### config.mk
export PLATFORM = sky130hd
export DESIGN_NAME = rv32i_lsu
export DESIGN_NICKNAME = d
export VERILOG_FILES = /design/src/rtl/rv32i_lsu.sv
export SDC_FILE = /design/constraint.sdc
export NUM_CORES = 1
export LEC_CHECK = 0
export CORE_MARGIN = 2
export CORE_UTILIZATION = 40
export CTS_BUF_LIST = sky130_fd_sc_hd__clkbuf_8
export DETAILED_ROUTE_END_ITERATION = 10
export PLACE_DENSITY_LB_ADDON = 0.08
export SLEW_MARGIN = 0
export SYNTH_ARGS = -nofsm -noshare
export SYNTH_HDL_FRONTEND = slang
export SYNTH_SLANG_ARGS = --single-unit
### constraint.sdc
create_clock -name clk -period 2.2 [get_ports clk]
set_input_delay 0.44 -clock clk [delete_from_list [all_inputs] [get_ports clk]]
set_output_delay 0.44 -clock clk [all_outputs]
set_load 0.005 [all_outputs]
### src/rtl/rv32i_lsu.sv
// RV32I load/store unit: one access at a time over a word-wide valid/ready port,
// with byte-lane steering for stores, sign/zero extension for loads, and misalignment traps.
module rv32i_lsu #(
    parameter int ADDR_W = 32
) (
    input  logic              clk,
    input  logic              rst,
    input  logic              req_valid,
    output logic              req_ready,
    input  logic [ADDR_W-1:0] req_addr,
    input  logic              req_store,
    input  logic [2:0]        req_funct3,
    input  logic [31:0]       req_wdata,
    input  logic [4:0]        req_rd,
    output logic              mem_valid,
    input  logic              mem_ready,
    output logic [ADDR_W-1:0] mem_addr,
    output logic              mem_we,
    output logic [3:0]        mem_wstrb,
    output logic [31:0]       mem_wdata,
    input  logic              mem_rvalid,
    input  logic [31:0]       mem_rdata,
    output logic              resp_valid,
    output logic              resp_wb,
    output logic [4:0]        resp_rd,
    output logic [31:0]       resp_data,
    output logic              err_valid,
    output logic [ADDR_W-1:0] err_addr
);

    typedef enum logic [2:0] {
        S_IDLE = 3'd0,
        S_REQ  = 3'd1,
        S_WAIT = 3'd2,
        S_RESP = 3'd3,
        S_ERR  = 3'd4
    } state_e;

    function automatic logic access_legal(input logic store, input logic [2:0] funct3,
                                          input logic [1:0] off);
        logic ok;
        ok = 1'b0;
        case (funct3)
            3'd0:    ok = 1'b1;
            3'd1:    ok = (off[0] == 1'b0);
            3'd2:    ok = (off == 2'b00);
            3'd4:    ok = !store;
            3'd5:    ok = !store && (off[0] == 1'b0);
            default: ok = 1'b0;
        endcase
        return ok;
    endfunction

    function automatic logic [3:0] store_strb(input logic [2:0] funct3, input logic [1:0] off);
        logic [3:0] strb;
        strb = 4'b0000;
        case (funct3)
            3'd0:    strb = 4'b0001 << off;
            3'd1:    strb = 4'b0011 << off;
            3'd2:    strb = 4'b1111;
            default: strb = 4'b0000;
        endcase
        return strb;
    endfunction

    // Replicating the datum across lanes lets the strobe alone pick the target bytes.
    function automatic logic [31:0] store_data(input logic [2:0] funct3, input logic [31:0] wdata);
        logic [31:0] data;
        data = wdata;
        case (funct3)
            3'd0:    data = {4{wdata[7:0]}};
            3'd1:    data = {2{wdata[15:0]}};
            default: data = wdata;
        endcase
        return data;
    endfunction

    function automatic logic [31:0] load_extract(input logic [2:0] funct3, input logic [1:0] off,
                                                 input logic [31:0] rdata);
        logic [31:0] shifted;
        logic [31:0] data;
        shifted = rdata >> {off, 3'b000};
        data    = shifted;
        case (funct3)
            3'd0:    data = {{24{shifted[7]}}, shifted[7:0]};
            3'd1:    data = {{16{shifted[15]}}, shifted[15:0]};
            3'd4:    data = {24'd0, shifted[7:0]};
            3'd5:    data = {16'd0, shifted[15:0]};
            default: data = shifted;
        endcase
        return data;
    endfunction

    state_e            state_q, state_d;
    logic [1:0]        off_q, off_d;
    logic              store_q, store_d;
    logic [2:0]        funct3_q, funct3_d;
    logic [4:0]        rd_q, rd_d;
    logic              mem_valid_q, mem_valid_d;
    logic [ADDR_W-1:0] mem_addr_q, mem_addr_d;
    logic              mem_we_q, mem_we_d;
    logic [3:0]        mem_wstrb_q, mem_wstrb_d;
    logic [31:0]       mem_wdata_q, mem_wdata_d;
    logic              resp_valid_q, resp_valid_d;
    logic              resp_wb_q, resp_wb_d;
    logic [4:0]        resp_rd_q, resp_rd_d;
    logic [31:0]       resp_data_q, resp_data_d;
    logic              err_valid_q, err_valid_d;
    logic [ADDR_W-1:0] err_addr_q, err_addr_d;

    // Next-state and next-output logic for the access sequencer.
    always_comb begin
        state_d      = state_q;
        off_d        = off_q;
        store_d      = store_q;
        funct3_d     = funct3_q;
        rd_d         = rd_q;
        mem_valid_d  = mem_valid_q;
        mem_addr_d   = mem_addr_q;
        mem_we_d     = mem_we_q;
        mem_wstrb_d  = mem_wstrb_q;
        mem_wdata_d  = mem_wdata_q;
        resp_valid_d = 1'b0;
        resp_wb_d    = 1'b0;
        resp_rd_d    = resp_rd_q;
        resp_data_d  = resp_data_q;
        err_valid_d  = 1'b0;
        err_addr_d   = err_addr_q;
        case (state_q)
            S_IDLE: begin
                if (req_valid) begin
                    off_d    = req_addr[1:0];
                    store_d  = req_store;
                    funct3_d = req_funct3;
                    rd_d     = req_rd;
                    if (access_legal(req_store, req_funct3, req_addr[1:0])) begin
                        state_d     = S_REQ;
                        mem_valid_d = 1'b1;
                        mem_addr_d  = {req_addr[ADDR_W-1:2], 2'b00};
                        mem_we_d    = req_store;
                        mem_wstrb_d = req_store ? store_strb(req_funct3, req_addr[1:0]) : 4'b0000;
                        mem_wdata_d = req_store ? store_data(req_funct3, req_wdata) : 32'd0;
                    end else begin
                        state_d     = S_ERR;
                        err_valid_d = 1'b1;
                        err_addr_d  = req_addr;
                    end
                end else begin
                    state_d = S_IDLE;
                end
            end
            S_REQ: begin
                if (mem_ready) begin
                    mem_valid_d = 1'b0;
                    if (store_q) begin
                        state_d      = S_RESP;
                        resp_valid_d = 1'b1;
                        resp_wb_d    = 1'b0;
                        resp_rd_d    = rd_q;
                        resp_data_d  = 32'd0;
                    end else begin
                        state_d = S_WAIT;
                    end
                end else begin
                    state_d = S_REQ;
                end
            end
            S_WAIT: begin
                if (mem_rvalid) begin
                    state_d      = S_RESP;
                    resp_valid_d = 1'b1;
                    resp_wb_d    = (rd_q != 5'd0);
                    resp_rd_d    = rd_q;
                    resp_data_d  = load_extract(funct3_q, off_q, mem_rdata);
                end else begin
                    state_d = S_WAIT;
                end
            end
            S_RESP:  state_d = S_IDLE;
            S_ERR:   state_d = S_IDLE;
            default: state_d = S_IDLE;
        endcase
    end

    // State and output registers; reset abandons any in-flight access.
    always_ff @(posedge clk) begin
        if (rst) begin
            state_q      <= S_IDLE;
            off_q        <= 2'd0;
            store_q      <= 1'b0;
            funct3_q     <= 3'd0;
            rd_q         <= 5'd0;
            mem_valid_q  <= 1'b0;
            mem_addr_q   <= '0;
            mem_we_q     <= 1'b0;
            mem_wstrb_q  <= 4'd0;
            mem_wdata_q  <= 32'd0;
            resp_valid_q <= 1'b0;
            resp_wb_q    <= 1'b0;
            resp_rd_q    <= 5'd0;
            resp_data_q  <= 32'd0;
            err_valid_q  <= 1'b0;
            err_addr_q   <= '0;
        end else begin
            state_q      <= state_d;
            off_q        <= off_d;
            store_q      <= store_d;
            funct3_q     <= funct3_d;
            rd_q         <= rd_d;
            mem_valid_q  <= mem_valid_d;
            mem_addr_q   <= mem_addr_d;
            mem_we_q     <= mem_we_d;
            mem_wstrb_q  <= mem_wstrb_d;
            mem_wdata_q  <= mem_wdata_d;
            resp_valid_q <= resp_valid_d;
            resp_wb_q    <= resp_wb_d;
            resp_rd_q    <= resp_rd_d;
            resp_data_q  <= resp_data_d;
            err_valid_q  <= err_valid_d;
            err_addr_q   <= err_addr_d;
        end
    end

    assign req_ready  = (state_q == S_IDLE);
    assign mem_valid  = mem_valid_q;
    assign mem_addr   = mem_addr_q;
    assign mem_we     = mem_we_q;
    assign mem_wstrb  = mem_wstrb_q;
    assign mem_wdata  = mem_wdata_q;
    assign resp_valid = resp_valid_q;
    assign resp_wb    = resp_wb_q;
    assign resp_rd    = resp_rd_q;
    assign resp_data  = resp_data_q;
    assign err_valid  = err_valid_q;
    assign err_addr   = err_addr_q;

endmodule

==> results.toml, run 1 <==
[placement]
pre_cts_ws_ns = -0.221
placed_cell_area_sq_um = 9150
place.gp.congestion = 0.789
io_buffers = 250
hpwl_um = 13400
post-place-cells = 1081

[timing]
slew_viol_final = 0
setup_slack_ns = 0.182
worst_pin_slew_ns = 0.650
setup_viol = 0
setup_tns_ns = 0
whs_ns = 0.336
fmax_ghz = 0.496
hold_viol_final = 0
fin_worst_skew_ns = 0.00654
period_share_pct = 91.7
relSlewSlack_pct = 56.7
rsz0062_at_grt = "false"
fin_crit_ns = 2.02

[layout]
final_layout_size_suffix_gt1_share_pct = 11.9
final_nets = 1022
synthToLayoutAreaGrowth_pct = 53.3
finalNonFillerCells = 1110
design_area_sq_um = 9490
antennaDiodeCount = 0
fin_util_pct = 62.7

[floorplanning]
initial_core_util_pct = 40.9
die_w_um = 128
floorplan.rows = 45
core_sq_um = 15100
num_io_pins = 253
fp.dieH_um = 128
die-area_sq_um = 16500

[detailed_routing]
drtIter0Drc = 267
routed_wl_um = 18500
ant_nets = 0
wl_per_cell_um = 16.7
wl_met3_um = 1440
wl_met1_um = 7930
drt_first_pass_iters = 4
viasPerCell = 5.27
via_count = 5855
drc_errors = 0
top_layer = "met4"
dr_wl_met2_um = 8850

[cts]
cts_num_sinks = 154
cts_tree = "built"
htree_levels = 4
cts_buffer_depth = 2
clk_pin_slew_ns = 0.08
clk_latency_ns = 0.45
cts_root_buf = "clkbuf_8"
cts_hold_buf = 0
cts_made_buffers = 17

[setup_path]
critPathSlowestCell = "or4b_2"
slowest_delay_ns = 0.68
crit_path_start_kind = "flip-flop"
cp.depth = 4
reg2reg_setup_slack_ns = 0.18
end_kind = "flip-flop"
r2r-end = "resp_data[12]"
cp.buffers_inverters = 0
crit_type = "reg -> reg"
required_ns = 2.56
arrival_ns = 2.38
r2r_cells = 4
cpLargestDelayFamily = "compound AO/OA/AOI/OAI gates"
cp_cell_sequence = "or4b_2 > o22ai_1 > a221oi_1 > o2bb2ai_1"
cp-startpoint = "funct3_q[2]"
critical_path.max_fanout = 8
cp-endpoint = "resp_data[12]"
worstReg2RegStart = "funct3_q[2]"

[synth]
yosysWarnings = 0
synth_seq_cells = 154
synth_flop_cell = "dfxtp_1"
async_flop_share_pct = 0
netlist_instances = 655
synthTopCellsByCount = "nand2_1 (157), dfxtp_1 (154), a21oi_1 (78)"
ys_types = 49
syn_area_sq_um = 6190
synth-edff-count = 0
synth_top_area_share_pct = 49.8
synth_area_leaders = "dfxtp_1 (50%), nand2_1 (9.5%), a21oi_1 (6.3%)"
synth_top_cell_by_area = "dfxtp_1"
syn_avg_cell_area_sq_um = 9.45
seq_area_frac_synth_pct = 49.8
synth_most_common_cell = "nand2_1"

[job]
cap_violations = 0

[grt]
first_global_vias = 5860
antenna_found_initial = 0
track_usage_pct = 22.5
grt_pass1_wl_um = 29500
grt_max_degree = 58
overflow = 0

[hold_path]
hp-class = "in -> reg"

[status]
status = "finished, final reports clean"

[power]
leakagePower_nw = 3.45
ir_drop_uv = 407
power_mw = 5.95
powerDensity_nw_per_um2 = 627
==> how the worst min path moves through the flow <==
| stage | cells after the start | endpoint | slack (ns) | startpoint |
|---|---|---|---|---|
| 6_report | 2 | funct3_q[1] | 0.34 | rst |
| 5_1_grt | 2 | store_q | 0.32 | rst |
| 4_1_cts | 2 | state_q[2] | 0.30 | rst |
| 3_5_place_dp | 1 | mem_wdata[24] | 0.45 | mem_wdata[24] |
| 3_3_place_gp | 2 | err_addr[4] | 0.44 | err_addr[4] |
| 2_1_floorplan | 2 | rd_q[4] | 0.45 | rd_q[4] |
==> flip-flops by register name (all words and copies together), names as in the netlist, 2 cells and up <==
name,flops
err_addr,32
funct3_q,3
state_q,3
mem_wdata,32
resp_data,32
rd_q,5
mem_wstrb,4
resp_rd,5
off_q,2
mem_addr,30
==> cell type report <==
cell class / instances / area [sq um]
Tap cell: 188 / 235
Timing Repair Buffer: 294 / 2970
Clock inverter: 11 / 85.1
Inverter: 1 / 3.75
Multi-Input combinational cell: 444 / 2860
Sequential cell: 154 / 3080
Clock buffer: 18 / 248
Fill cell: 1275 / 5660
==> cell families (layout without fill, tap and decap cells) <==
group	after synthesis	after routing	share of synthesized area, %
muxes	55	55	10.6
and+or+nand+nor	211	211	15.1
DFF	154	154	49.8
AOI/OAI and AO/OA	175	175	20.0
other	1	2	0.0606
buffers and inverters	58	324	4.25
xor gates and xnor gates	1	1	0.142
==> power breakdown <==
| group | switching [mW] | internal, mW | leakage, nW | total [mW] |
|---|---|---|---|---|
| Sequential | 0.0704 | 2.90 | 1.25 | 2.97 |
| Clock | 0.997 | 0.883 | 0.174 | 1.88 |
| Combinational | 0.482 | 0.614 | 2.03 | 1.10 |
| Total | 1.55 | 4.40 | 3.45 | 5.95 |
==> layout by cell type (no fill, tap or decap), types with 2 or more instances in the layout <==
cell type	count
buf_4	34
nor4bb_1	2
nor2_1	20
nand3b_1	2
nor3b_1	2
buf_12	11
mux2i_1	32
mux2_2	16
a221o_1	17
a21o_1	2
inv_1	3
nor3_2	2
conb_1	2
o2bb2ai_1	34
nand2b_1	4
nand2_1	157
a21oi_1	78
clkinvlp_4	3
clkdlybuf4s50_1	248
clkbuf_8	18
a221oi_1	8
a22o_1	10
dfxtp_1	154
nor2b_1	2
nor3_1	3
nor2_2	2
a22oi_1	8
or4_1	3
mux4_2	7
a211oi_1	3
o21ai_0	9
clkinv_2	5
==> worst reg2reg max path, stage by stage (launching register included) <==
cell	delay, ns
dfxtp_1	0.36
or4b_2	0.69
o22ai_1	0.54
a221oi_1	0.14
o2bb2ai_1	0.22
==> per-layer routing <==
layer	global-route usage, %	vias up
li1	-	2843
met1	27.3	2798
met2	37.7	192
met3	7.61	22
met4	7.24	0
met5	0	-
==> timing repair <==
action	in CTS	in global routing
setup buffers	0	0
resized for setup	0	1
endpoints found under the setup margin	0	1
endpoints found under the hold margin	0	0
(Power assumes the default switching activity.)
==> run 2, diff against run 1 <==
--- a/config.mk
+++ b/config.mk
@@ -8,6 +8,7 @@
 export CORE_MARGIN = 2
 export CORE_UTILIZATION = 40
 export CTS_BUF_LIST = sky130_fd_sc_hd__clkbuf_8
+export CTS_CLUSTER_DIAMETER = 60
 export DETAILED_ROUTE_END_ITERATION = 10
 export PLACE_DENSITY_LB_ADDON = 0.08
 export SLEW_MARGIN = 0
==> results of run 2 <==
Final layout, timing and power as in run 1 (identical DEF).
